File: config.mk
export PLATFORM = sky130hd
export DESIGN_NAME = result_tx_sequencer
export DESIGN_NICKNAME = d
export VERILOG_FILES = /design/src/rtl/rpn_pkg.sv /design/src/rtl/bcd_to_ascii.sv /design/src/rtl/result_tx_sequencer.sv
export SDC_FILE = /design/constraint.sdc
export NUM_CORES = 1
export LEC_CHECK = 0
export ABC_AREA = 1
export CORE_ASPECT_RATIO = 0.8
export CORE_MARGIN = 2
export CORE_UTILIZATION = 55
export CTS_CLUSTER_DIAMETER = 40
export CTS_CLUSTER_SIZE = 40
export DETAILED_ROUTE_END_ITERATION = 10
export GPL_TIMING_DRIVEN = 0
export PLACE_DENSITY = 0.83
export SYNTH_ARGS = -nofsm -noshare
export SYNTH_HDL_FRONTEND = slang
export SYNTH_SLANG_ARGS = --single-unit
File: constraint.sdc
create_clock -name clk -period 5.2 [get_ports clk]
set_input_delay 1.04 -clock clk [delete_from_list [all_inputs] [get_ports clk]]
set_output_delay 1.04 -clock clk [all_outputs]
set_load 0.005 [all_outputs]
File: src/rtl/rpn_pkg.sv
// rtl/rpn_pkg.sv - shared types and constants for the RPN result print path
// Purpose : sequencer state encoding, ASCII constants and default sizing.
// Ports   : none (package).
package rpn_pkg;

  typedef enum logic [2:0] {
    ST_IDLE    = 3'd0,
    ST_START   = 3'd1,
    ST_COLLECT = 3'd2,
    ST_SKIP    = 3'd3,
    ST_EMIT    = 3'd4,
    ST_ERR     = 3'd5,
    ST_CR      = 3'd6,
    ST_LF      = 3'd7
  } seq_state_t;

  localparam logic [7:0] CHR_0  = 8'h30;
  localparam logic [7:0] CHR_E  = 8'h45;
  localparam logic [7:0] CHR_Q  = 8'h3F;
  localparam logic [7:0] CHR_CR = 8'h0D;
  localparam logic [7:0] CHR_LF = 8'h0A;

  localparam int DIGITS_DEF  = 5;
  localparam int TIMEOUT_DEF = 16;

  // States in which a byte is presented to the UART transmitter.
  function automatic logic is_tx_state(input seq_state_t s);
    return (s == ST_EMIT) || (s == ST_ERR) || (s == ST_CR) || (s == ST_LF);
  endfunction

endpackage

File: src/rtl/bcd_to_ascii.sv
// rtl/bcd_to_ascii.sv - combinational BCD digit to ASCII character
// Purpose : maps 0..9 to '0'..'9'; any non-decimal code maps to '?'.
// Ports   : i_bcd   in  4  BCD digit
//           o_ascii out 8  ASCII character
module bcd_to_ascii
  import rpn_pkg::*;
(
  input  logic [3:0] i_bcd,
  output logic [7:0] o_ascii
);

  assign o_ascii = (i_bcd > 4'd9) ? CHR_Q : (CHR_0 + {4'h0, i_bcd});

endmodule

File: src/rtl/result_tx_sequencer.sv
// rtl/result_tx_sequencer.sv - prints one 16-bit RPN result over UART TX
// Purpose : accepts a result, drives the decimal encoder, captures its digit
//           stream, drops leading zeros and sends ASCII digits then CR LF.
//           Error results (or an encoder that never answers) print "E".
// Ports   : clk, rst_n                  clock, async active-low reset
//           res_valid/res_ready/res_data/res_err   result handshake
//           enc_din/enc_wen             encoder request (registered)
//           enc_dout/enc_sending        encoder digit stream, MS digit first
//           tx_data/tx_valid/tx_ready   byte stream to the UART transmitter
module result_tx_sequencer
  import rpn_pkg::*;
#(
  parameter int DIGITS  = DIGITS_DEF,
  parameter int TIMEOUT = TIMEOUT_DEF
) (
  input  logic        clk,
  input  logic        rst_n,
  input  logic        res_valid,
  output logic        res_ready,
  input  logic [15:0] res_data,
  input  logic        res_err,
  output logic [15:0] enc_din,
  output logic        enc_wen,
  input  logic [3:0]  enc_dout,
  input  logic        enc_sending,
  output logic [7:0]  tx_data,
  output logic        tx_valid,
  input  logic        tx_ready
);

  localparam int CW = $clog2(DIGITS + 1);
  localparam int IW = (DIGITS > 1) ? $clog2(DIGITS) : 1;
  localparam int TW = $clog2(TIMEOUT + 1);

  seq_state_t    r_state;
  seq_state_t    w_next_state;

  logic [3:0]    r_buf [DIGITS];
  logic [CW-1:0] r_cnt;
  logic [CW-1:0] r_ptr;
  logic [CW-1:0] w_ptr_nxt;
  logic [TW-1:0] r_tmo;

  logic          r_res_ready;
  logic [15:0]   r_enc_din;
  logic          r_enc_wen;
  logic [7:0]    r_tx_data;
  logic          r_tx_valid;

  logic          w_res_ready_d;
  logic          w_enc_wen_d;
  logic [7:0]    w_tx_data_d;
  logic          w_tx_valid_d;

  logic          w_accept;
  logic          w_tx_fire;
  logic          w_last;
  logic [3:0]    w_cur_digit;
  logic [3:0]    w_sel_digit;
  logic [7:0]    w_sel_ascii;

  assign w_accept    = res_valid & r_res_ready;
  assign w_tx_fire   = r_tx_valid & tx_ready;
  assign w_last      = ((r_ptr + CW'(1)) == r_cnt);
  assign w_cur_digit = r_buf[r_ptr[IW-1:0]];
  // The registered tx_data is computed from the pointer of the next cycle so
  // the byte on the wire always matches the digit the FSM is presenting.
  assign w_sel_digit = r_buf[w_ptr_nxt[IW-1:0]];

  bcd_to_ascii u_bcd_to_ascii (
    .i_bcd   (w_sel_digit),
    .o_ascii (w_sel_ascii)
  );

  // State register
  always_ff @(posedge clk or negedge rst_n) begin
    if (!rst_n) begin
      r_state <= ST_IDLE;
    end else begin
      r_state <= w_next_state;
    end
  end

  // Next-state and digit pointer
  always_comb begin
    w_next_state = r_state;
    w_ptr_nxt    = r_ptr;
    case (r_state)
      ST_IDLE: begin
        if (w_accept) begin
          w_next_state = res_err ? ST_ERR : ST_START;
        end
      end
      ST_START: begin
        if (enc_sending) begin
          w_next_state = ST_COLLECT;
        end else if (r_tmo == TW'(TIMEOUT - 1)) begin
          w_next_state = ST_ERR;
        end
      end
      ST_COLLECT: begin
        if (!enc_sending) begin
          w_next_state = ST_SKIP;
          w_ptr_nxt    = '0;
        end
      end
      ST_SKIP: begin
        // The last captured digit is never skipped, so zero prints "0".
        if (r_cnt == '0) begin
          w_next_state = ST_ERR;
        end else if ((w_cur_digit == 4'd0) && !w_last) begin
          w_ptr_nxt = r_ptr + CW'(1);
        end else begin
          w_next_state = ST_EMIT;
        end
      end
      ST_EMIT: begin
        if (w_tx_fire) begin
          if (w_last) begin
            w_next_state = ST_CR;
          end else begin
            w_ptr_nxt = r_ptr + CW'(1);
          end
        end
      end
      ST_ERR: begin
        if (w_tx_fire) w_next_state = ST_CR;
      end
      ST_CR: begin
        if (w_tx_fire) w_next_state = ST_LF;
      end
      ST_LF: begin
        if (w_tx_fire) w_next_state = ST_IDLE;
      end
      default: begin
        w_next_state = ST_IDLE;
      end
    endcase
  end

  // Output decode, registered below
  always_comb begin
    w_res_ready_d = (w_next_state == ST_IDLE);
    w_enc_wen_d   = (r_state == ST_IDLE) && w_accept && !res_err;
    w_tx_valid_d  = is_tx_state(w_next_state);
    case (w_next_state)
      ST_EMIT: w_tx_data_d = w_sel_ascii;
      ST_ERR:  w_tx_data_d = CHR_E;
      ST_CR:   w_tx_data_d = CHR_CR;
      ST_LF:   w_tx_data_d = CHR_LF;
      default: w_tx_data_d = 8'h00;
    endcase
  end

  // Datapath: registered outputs, digit capture, timeout counter
  always_ff @(posedge clk or negedge rst_n) begin
    if (!rst_n) begin
      r_res_ready <= 1'b0;
      r_enc_din   <= '0;
      r_enc_wen   <= 1'b0;
      r_tx_data   <= '0;
      r_tx_valid  <= 1'b0;
      r_cnt       <= '0;
      r_ptr       <= '0;
      r_tmo       <= '0;
      for (int i = 0; i < DIGITS; i++) begin
        r_buf[i] <= '0;
      end
    end else begin
      r_res_ready <= w_res_ready_d;
      r_enc_wen   <= w_enc_wen_d;
      r_tx_valid  <= w_tx_valid_d;
      r_tx_data   <= w_tx_data_d;
      r_ptr       <= w_ptr_nxt;

      if ((r_state == ST_IDLE) && w_accept) begin
        r_enc_din <= res_data;
      end

      if (r_state == ST_START) begin
        r_tmo <= r_tmo + TW'(1);
      end else begin
        r_tmo <= '0;
      end

      // The digit present on the cycle enc_sending is first seen in START
      // is captured too; digits beyond DIGITS are dropped.
      if (r_state == ST_IDLE) begin
        r_cnt <= '0;
      end else if (((r_state == ST_START) || (r_state == ST_COLLECT)) &&
                   enc_sending && (r_cnt < CW'(DIGITS))) begin
        r_buf[r_cnt[IW-1:0]] <= enc_dout;
        r_cnt                <= r_cnt + CW'(1);
      end
    end
  end

  assign res_ready = r_res_ready;
  assign enc_din   = r_enc_din;
  assign enc_wen   = r_enc_wen;
  assign tx_data   = r_tx_data;
  assign tx_valid  = r_tx_valid;

endmodule

==> impl_metrics.ini, run 1 <==
[run_status]
run_status = completed

[synth]
ys.warnings.count = 0
ys_types = 37
yosys-top-cells-count = 133 x sky130_fd_sc_hd__nand2_1, 59 x sky130_fd_sc_hd__dfrtp_1, 37 x sky130_fd_sc_hd__inv_1
synth_top_cells_by_area = sky130_fd_sc_hd__dfrtp_1 49%, sky130_fd_sc_hd__nand2_1 16%, sky130_fd_sc_hd__inv_1 4.6%, sky130_fd_sc_hd__nand3_1 4.5%, sky130_fd_sc_hd__nor2_1 4.1%
postSynth.topFlopCell = sky130_fd_sc_hd__dfrtp_1
synth-edff-count = 0
async_set_reset_flop_share_out_of_synthesis_pct = 100
synthMostInstantiatedCell = sky130_fd_sc_hd__nand2_1
synth_area_leader_cell = sky130_fd_sc_hd__dfrtp_1
ys_seq_elements = 59
synthDominantCellAreaShare_pct = 48.7
post_synthesis_average_cell_area_um2 = 7.79
syn_inst = 389
synthesis.nets = 420
synth_seq_area_share_pct = 48.7
synthesis.area_um2 = 3030

[critical_path]
worst_path_most_repeated_cell = sky130_fd_sc_hd__nand2_1
timing.critical_path.fanout_max = 10
r2r-start = r_ptr[0]$_DFF_PN0_
crit_path_start = tx_ready
crit_path_cell_trace = clkdlybuf4s50_1, nand2_1, inv_1, nand3_1, a21oi_1, nand2_2, nand3_4, nand2_1, nand2_1, nand2_1, nand2_1, nand2_1, nand2_1, nand2_2, nand2_2, nand2_1, nand2_1, nand2_1
critical_path.endpoint_type = register
critPathSlowestCell = sky130_fd_sc_hd__clkdlybuf4s50_1
criticalPathCategory = in2reg
cp.arrival_ns = 3.07
startpoint_type = input pin
cp_data_required_time_ns = 5.42
critical-path-max-stage-delay_ns = 0.45

[timing]
maxClockFrequency_ghz = 0.351
final_setup_viols = 0
fin_setup_tns_ns = 0
period_utilization_pct = 54.8
worst-slew-pin-transition_ns = 0.551
hold_violation_count_in_the_final_report = 0
grt_setup_unrepaired = no
slew-limit-headroom_pct = 63.1
final.setup_skew_ns = 0.0112
finalCriticalPeriod_ns = 2.85
maxSlewViolCount = 0

[clocking]
cts_max_path_buffers = 2
cts_sinks = 59
clk_root_buffer_cell = sky130_fd_sc_hd__clkbuf_8
numCtsBuffers = 9
clock_transition_at_the_register_clock_pins_on_the_worst_setup_and_hold_paths_after_cts_ns = 0.06
tritoncts = yes
postCtsSetupRepairBufs = 0
ctsHoldBuffers = 0
cts_repair_resize_count = 0
ctsHtreeMaxLevel = 3
clk-insertion-delay-late_ns = 0.34

[global_route]
grt_use_total_pct = 25.9
grt_max_degree = 41
grt_antenna_before_repair = 0
grt_pass1_vias = 2620
grt_remaining_overflow = 0
wire_length_of_the_first_global_routing_pass_um = 12100

[cells_and_area]
layout.cell_area.non_filler_um2 = 3860
finish.net_count = 483
syn_to_final_growth_pct = 27.4
final_layout_size_suffix_gt1_share_pct = 11.8
antenna_cells = 0
fill_cells = 430

[floorplanning]
dieHeight_um = 70.4
die_area_um2 = 6120
floorplan.io_pins = 53
core.rowCount = 24
dieWidth_um = 87.0
placeableCoreArea_um2 = 5380
floorplan.initialDensity_pct = 56.4

[routing]
post_route_ant_nets = 0
drtIter0Drc = 189
drc_errors = 0
wire_per_inst_um = 13.3
vias_after_detailed_routing = 2715
detail_route.vias_per_cell = 5.20
firstDrtPassIters = 4
detail_route.wirelength_um = 6950

[pwr]
power-per-cell-area_nw_per_um2 = 622
ir_worst_vdd_v = 0.000292
power.leakage_nw = 1.92

[placement]
hpwl_um = 5380
placed_area_um2 = 3640
gp_routability_congestion = 0.910
io_buffer_count = 51

[hold_path]
worst_min_delay_path_category = reg2reg
min_from = r_tmo[0]$_DFF_PN0_

[run]
cap_violations = 0
power breakdown:
group	switching, mW	internal (mW)
registers	0.128	0.629
logic	0.703	0.490
clock network	0.176	0.273
sequential cells by signal, indices dropped and copies added, names as in the netlist:
name / cells
r_ptr: 3
r_cnt: 3
enc_din: 16
r_state: 3
res_ready: 1
r_buf: 20
enc_wen: 1
r_tmo: 5
tx_valid: 1
tx_data: 6
final cells by class:
type	count	area, µm²	area share (%)
tap	65	81.3	2.11
buffer	5	27.5	0.713
inverter	48	185	4.80
timing repair buffer	52	526	13.6
multi-input combinational	277	1340	34.7
clock buffer	13	179	4.64
sequential	59	1480	38.2
clock inverter	3	43.8	1.13
final timing paths:
kind                                          end  slack, ns  cells past startpoint
setup / recovery             tx_data[1]$_DFF_PN0_       2.35                     18
hold / removal                 r_tmo[0]$_DFF_PN0_       0.46                      1
setup reg to reg             tx_data[1]$_DFF_PN0_       2.53                     21
hold reg to reg                r_tmo[0]$_DFF_PN0_       0.46                      1
max in group asynchronous    r_buf[4]$_DFFE_PN0P_       3.99                      2
min in group asynchronous  enc_din[3]$_DFFE_PN0P_       0.65                      1
per-stage QoR:
step / instances / setup slack (ns) / power (mW) / util (%) / hold slack, ns
6_report: 522 / 2.35 / 2.40 / 71.8 / 0.461
5_1_grt: 522 / 2.16 / 2.61 / 71.8 / 0.495
4_1_cts: 522 / 2.38 / 2.41 / 71.8 / 0.464
3_5_place_dp: 506 / 2.04 / 1.94 / 67.7 / 0.456
3_3_place_gp: 505 / 1.29 / 1.90 / 67.4 / 0.450
2_1_floorplan: 389 / 2.82 / 1.54 / - / 0.433
layer usage:
metal  part of all wire [%]  vias up  track usage (%)
li1                       -     1363                -
met1                     46     1272             34.7
met3                    5.8       11             8.63
met5                      0        -                0
met4                   0.98        0             7.29
met2                     47       69             40.3
critical path, delay by kind of cell:
kind                   cells  cell delay [ns]
buffers and inverters      2             0.59
AND/OR/NAND/NOR           15             1.26
AO/OA/AOI/OAI              1             0.17
cells by family (layout without fill, tap and decap cells):
group           after synthesis  in the layout  share of synthesized area (%)
fa+ha+maj                     5              5                           2.06
flops                        59             59                           48.7
buf+inv                      53            121                           7.02
xor+xnor                      1              1                          0.289
compound gates               43             43                           8.51
simple gates                227            227                           33.3
other cells                   1              1                          0.124
placed cells by master, fill, tap and decap left out, types with 3 or more instances in the layout:
cell type                         netlist  layout
sky130_fd_sc_hd__a21oi_1                8       8
sky130_fd_sc_hd__clkbuf_8               0      13
sky130_fd_sc_hd__clkdlybuf4s50_1        0      50
sky130_fd_sc_hd__dfrtp_1               59      59
sky130_fd_sc_hd__ha_1                   5       5
sky130_fd_sc_hd__inv_1                 37      37
sky130_fd_sc_hd__inv_2                 10      10
sky130_fd_sc_hd__nand2_1              133     133
sky130_fd_sc_hd__nand2_2               10      10
sky130_fd_sc_hd__nand3_1               27      27
sky130_fd_sc_hd__nand4_1                7       7
sky130_fd_sc_hd__nor2_1                33      33
sky130_fd_sc_hd__nor2_2                 3       3
sky130_fd_sc_hd__nor3_1                 3       3
sky130_fd_sc_hd__nor4_1                 3       3
sky130_fd_sc_hd__o21ai_0               21      21
sky130_fd_sc_hd__o21ai_1                5       5
Note: power is estimated with default switching activity, not from simulation.
==> run 2, diff against run 1 <==
--- a/config.mk
+++ b/config.mk
@@ -8,12 +8,12 @@
 export ABC_AREA = 1
 export CORE_ASPECT_RATIO = 0.8
 export CORE_MARGIN = 2
-export CORE_UTILIZATION = 55
+export CORE_UTILIZATION = 48
 export CTS_CLUSTER_DIAMETER = 40
 export CTS_CLUSTER_SIZE = 40
 export DETAILED_ROUTE_END_ITERATION = 10
 export GPL_TIMING_DRIVEN = 0
-export PLACE_DENSITY = 0.83
+export PLACE_DENSITY = 0.77
 export SYNTH_ARGS = -nofsm -noshare
 export SYNTH_HDL_FRONTEND = slang
 export SYNTH_SLANG_ARGS = --single-unit
==> constraint.sdc (replaced) <==
create_clock -name clk -period 2.6 [get_ports clk]
set_input_delay 0.52 -clock clk [delete_from_list [all_inputs] [get_ports clk]]
set_output_delay 0.52 -clock clk [all_outputs]
set_load 0.005 [all_outputs]
==> impl_metrics.ini, run 2 (synthesis results as in run 1) <==
[run_status]
run_status = completed

[routing]
vias_after_detailed_routing = 2709
drtIter0Drc = 177
drc_errors = 0
post_route_ant_nets = 0
detail_route.vias_per_cell = 5.00
firstDrtPassIters = 5
detail_route.wirelength_um = 7070
wire_per_inst_um = 13.0

[clocking]
numCtsBuffers = 9
clock_transition_at_the_register_clock_pins_on_the_worst_setup_and_hold_paths_after_cts_ns = 0.08
cts_max_path_buffers = 2
ctsHoldBuffers = 0
tritoncts = yes
cts_sinks = 59
clk-insertion-delay-late_ns = 0.34
clk_root_buffer_cell = sky130_fd_sc_hd__clkbuf_8
ctsHtreeMaxLevel = 3

[timing]
worst-slew-pin-transition_ns = 0.528
hold_violation_count_in_the_final_report = 0
period_utilization_pct = 92.7
maxSlewViolCount = 0
finalCriticalPeriod_ns = 2.41
maxClockFrequency_ghz = 0.415
fin_setup_tns_ns = 0
final_setup_viols = 0
final.setup_skew_ns = 0.00681
slew-limit-headroom_pct = 64.7

[floorplanning]
placeableCoreArea_um2 = 6010
floorplan.io_pins = 53
die_area_um2 = 6970
dieHeight_um = 75.1
floorplan.initialDensity_pct = 50.5
dieWidth_um = 92.8
core.rowCount = 25

[pwr]
power-per-cell-area_nw_per_um2 = 1220
ir_worst_vdd_v = 0.000616
power.leakage_nw = 1.93

[placement]
io_buffer_count = 51
gp_routability_congestion = 0.919
hpwl_um = 5390
dp.cells = 522

[global_route]
grt_use_total_pct = 21.8
grt_remaining_overflow = 0
grt_antenna_before_repair = 0
wire_length_of_the_first_global_routing_pass_um = 11600
grt_max_degree = 42
grt_pass1_vias = 2459

[hold_path]
worst_min_delay_path_category = in2async

[critical_path]
worst_path_most_repeated_cell = sky130_fd_sc_hd__nand2_1
critical_path.endpoint_type = register
startpoint_type = register
critical-path-max-stage-delay_ns = 0.41
path_buf_inv = 1
timing.critical_path.fanout_max = 8
critPathSlowestCell = sky130_fd_sc_hd__dfrtp_2
criticalPathCategory = reg2reg
critical-path-top-delay-family = simple AND/OR/NAND/NOR gates
reg2reg_slack_ns = 0.19
cp_data_required_time_ns = 2.83
crit_path_cell_trace = ha_1, inv_1, nand2_1, nand2_1, nor2_4, nand2_4, nand3_2, a21oi_2, nand2_4, nand3_4, nand2_1, nand2_1, nand2_1, nand2_1, nand2_1, nand2_2, nand2_2, nand2_2, nand2_1, nand2_1, nand2_1
cp.arrival_ns = 2.64

[cells_and_area]
finish.net_count = 487
layout_commonest_cell = sky130_fd_sc_hd__nand2_1
antenna_cells = 0
final_core_utilization_pct = 65.1
largest_reg_flops = 20
syn_to_final_growth_pct = 28.9
final_layout_size_suffix_gt1_share_pct = 13.4
mostFrequentLayoutCells = 132 x sky130_fd_sc_hd__nand2_1, 58 x sky130_fd_sc_hd__dfrtp_1, 50 x sky130_fd_sc_hd__clkdlybuf4s50_1
final_cells = 542
top_register = r_buf

[run]
cap_violations = 0
run 2: power by group:
group          switching, mW  leakage [nW]  internal, mW
clock network          0.400        0.0884         0.361
logic                   1.49          1.07          1.04
registers              0.231         0.762          1.26
total                   2.12          1.93          2.66
run 2: routing by layer:
metal	GRT usage (%)	part of all wire [%]	wire (µm)	up-vias
met5	0	0	0	-
met4	5.88	0.58	41	0
met3	7.21	5.5	390	5
met2	32.0	46	3220	59
met1	31.3	48	3420	1265
li1	-	-	-	1380
run 2: final cells by class:
type	instances	area, µm²
inverter	48	185
tap	81	101
clock buffer	9	124
timing repair buffer	55	548
fill	530	2100
multi-input combinational	278	1380
clock inverter	7	61.3
buffer	5	27.5
sequential	59	1480
run 2: worst paths after layout:
| check | from | end | cells past startpoint |
|---|---|---|---|
| min in group clk | r_tmo[0]$_DFF_PN0_ | r_tmo[0]$_DFF_PN0_ | 1 |
| max | r_ptr[0]$_DFF_PN0_ | tx_data[1]$_DFF_PN0_ | 21 |
| min reg2reg | r_tmo[0]$_DFF_PN0_ | r_tmo[0]$_DFF_PN0_ | 1 |
| min | rst_n | r_buf[3]$_DFFE_PN0P_ | 1 |
| max reg2reg | r_ptr[0]$_DFF_PN0_ | tx_data[1]$_DFF_PN0_ | 21 |
| max in group asynchronous | rst_n | r_ptr[0]$_DFF_PN0_ | 2 |
run 2: per-stage QoR:
step	instance area, µm²	setup slack [ns]	power [mW]	hold WS (ns)
6_report	3910	0.190	4.78	0.110
3_3_place_gp	3640	-0.801	3.83	0.449
2_1_floorplan	3030	0.319	3.08	0.224
3_5_place_dp	3660	-0.0507	3.89	0.464
5_1_grt	3910	-0.00734	5.19	0.121
4_1_cts	3860	0.0638	4.70	0.102
run 2: timing repair:
action,4_1_cts,5_1_grt
buffers inserted,2,1
cloned,0,1
endpoints found under the setup margin,1,4
resized for setup,1,8
pin swaps,1,4
run 2: worst register-to-register path: stages, from the launching register on:
cell                      delay [ns]
sky130_fd_sc_hd__dfrtp_2        0.41
sky130_fd_sc_hd__ha_1           0.30
sky130_fd_sc_hd__inv_1          0.08
sky130_fd_sc_hd__nand2_1        0.05
sky130_fd_sc_hd__nand2_1        0.10
sky130_fd_sc_hd__nor2_4         0.05
sky130_fd_sc_hd__nand2_4        0.09
sky130_fd_sc_hd__nand3_2        0.10
sky130_fd_sc_hd__a21oi_2        0.21
sky130_fd_sc_hd__nand2_4        0.12
sky130_fd_sc_hd__nand3_4        0.13
sky130_fd_sc_hd__nand2_1        0.06
sky130_fd_sc_hd__nand2_1        0.06
sky130_fd_sc_hd__nand2_1        0.05
sky130_fd_sc_hd__nand2_1        0.06
sky130_fd_sc_hd__nand2_1        0.06
sky130_fd_sc_hd__nand2_2        0.07
sky130_fd_sc_hd__nand2_2        0.05
sky130_fd_sc_hd__nand2_2        0.05
sky130_fd_sc_hd__nand2_1        0.05
sky130_fd_sc_hd__nand2_1        0.09
sky130_fd_sc_hd__nand2_1        0.06
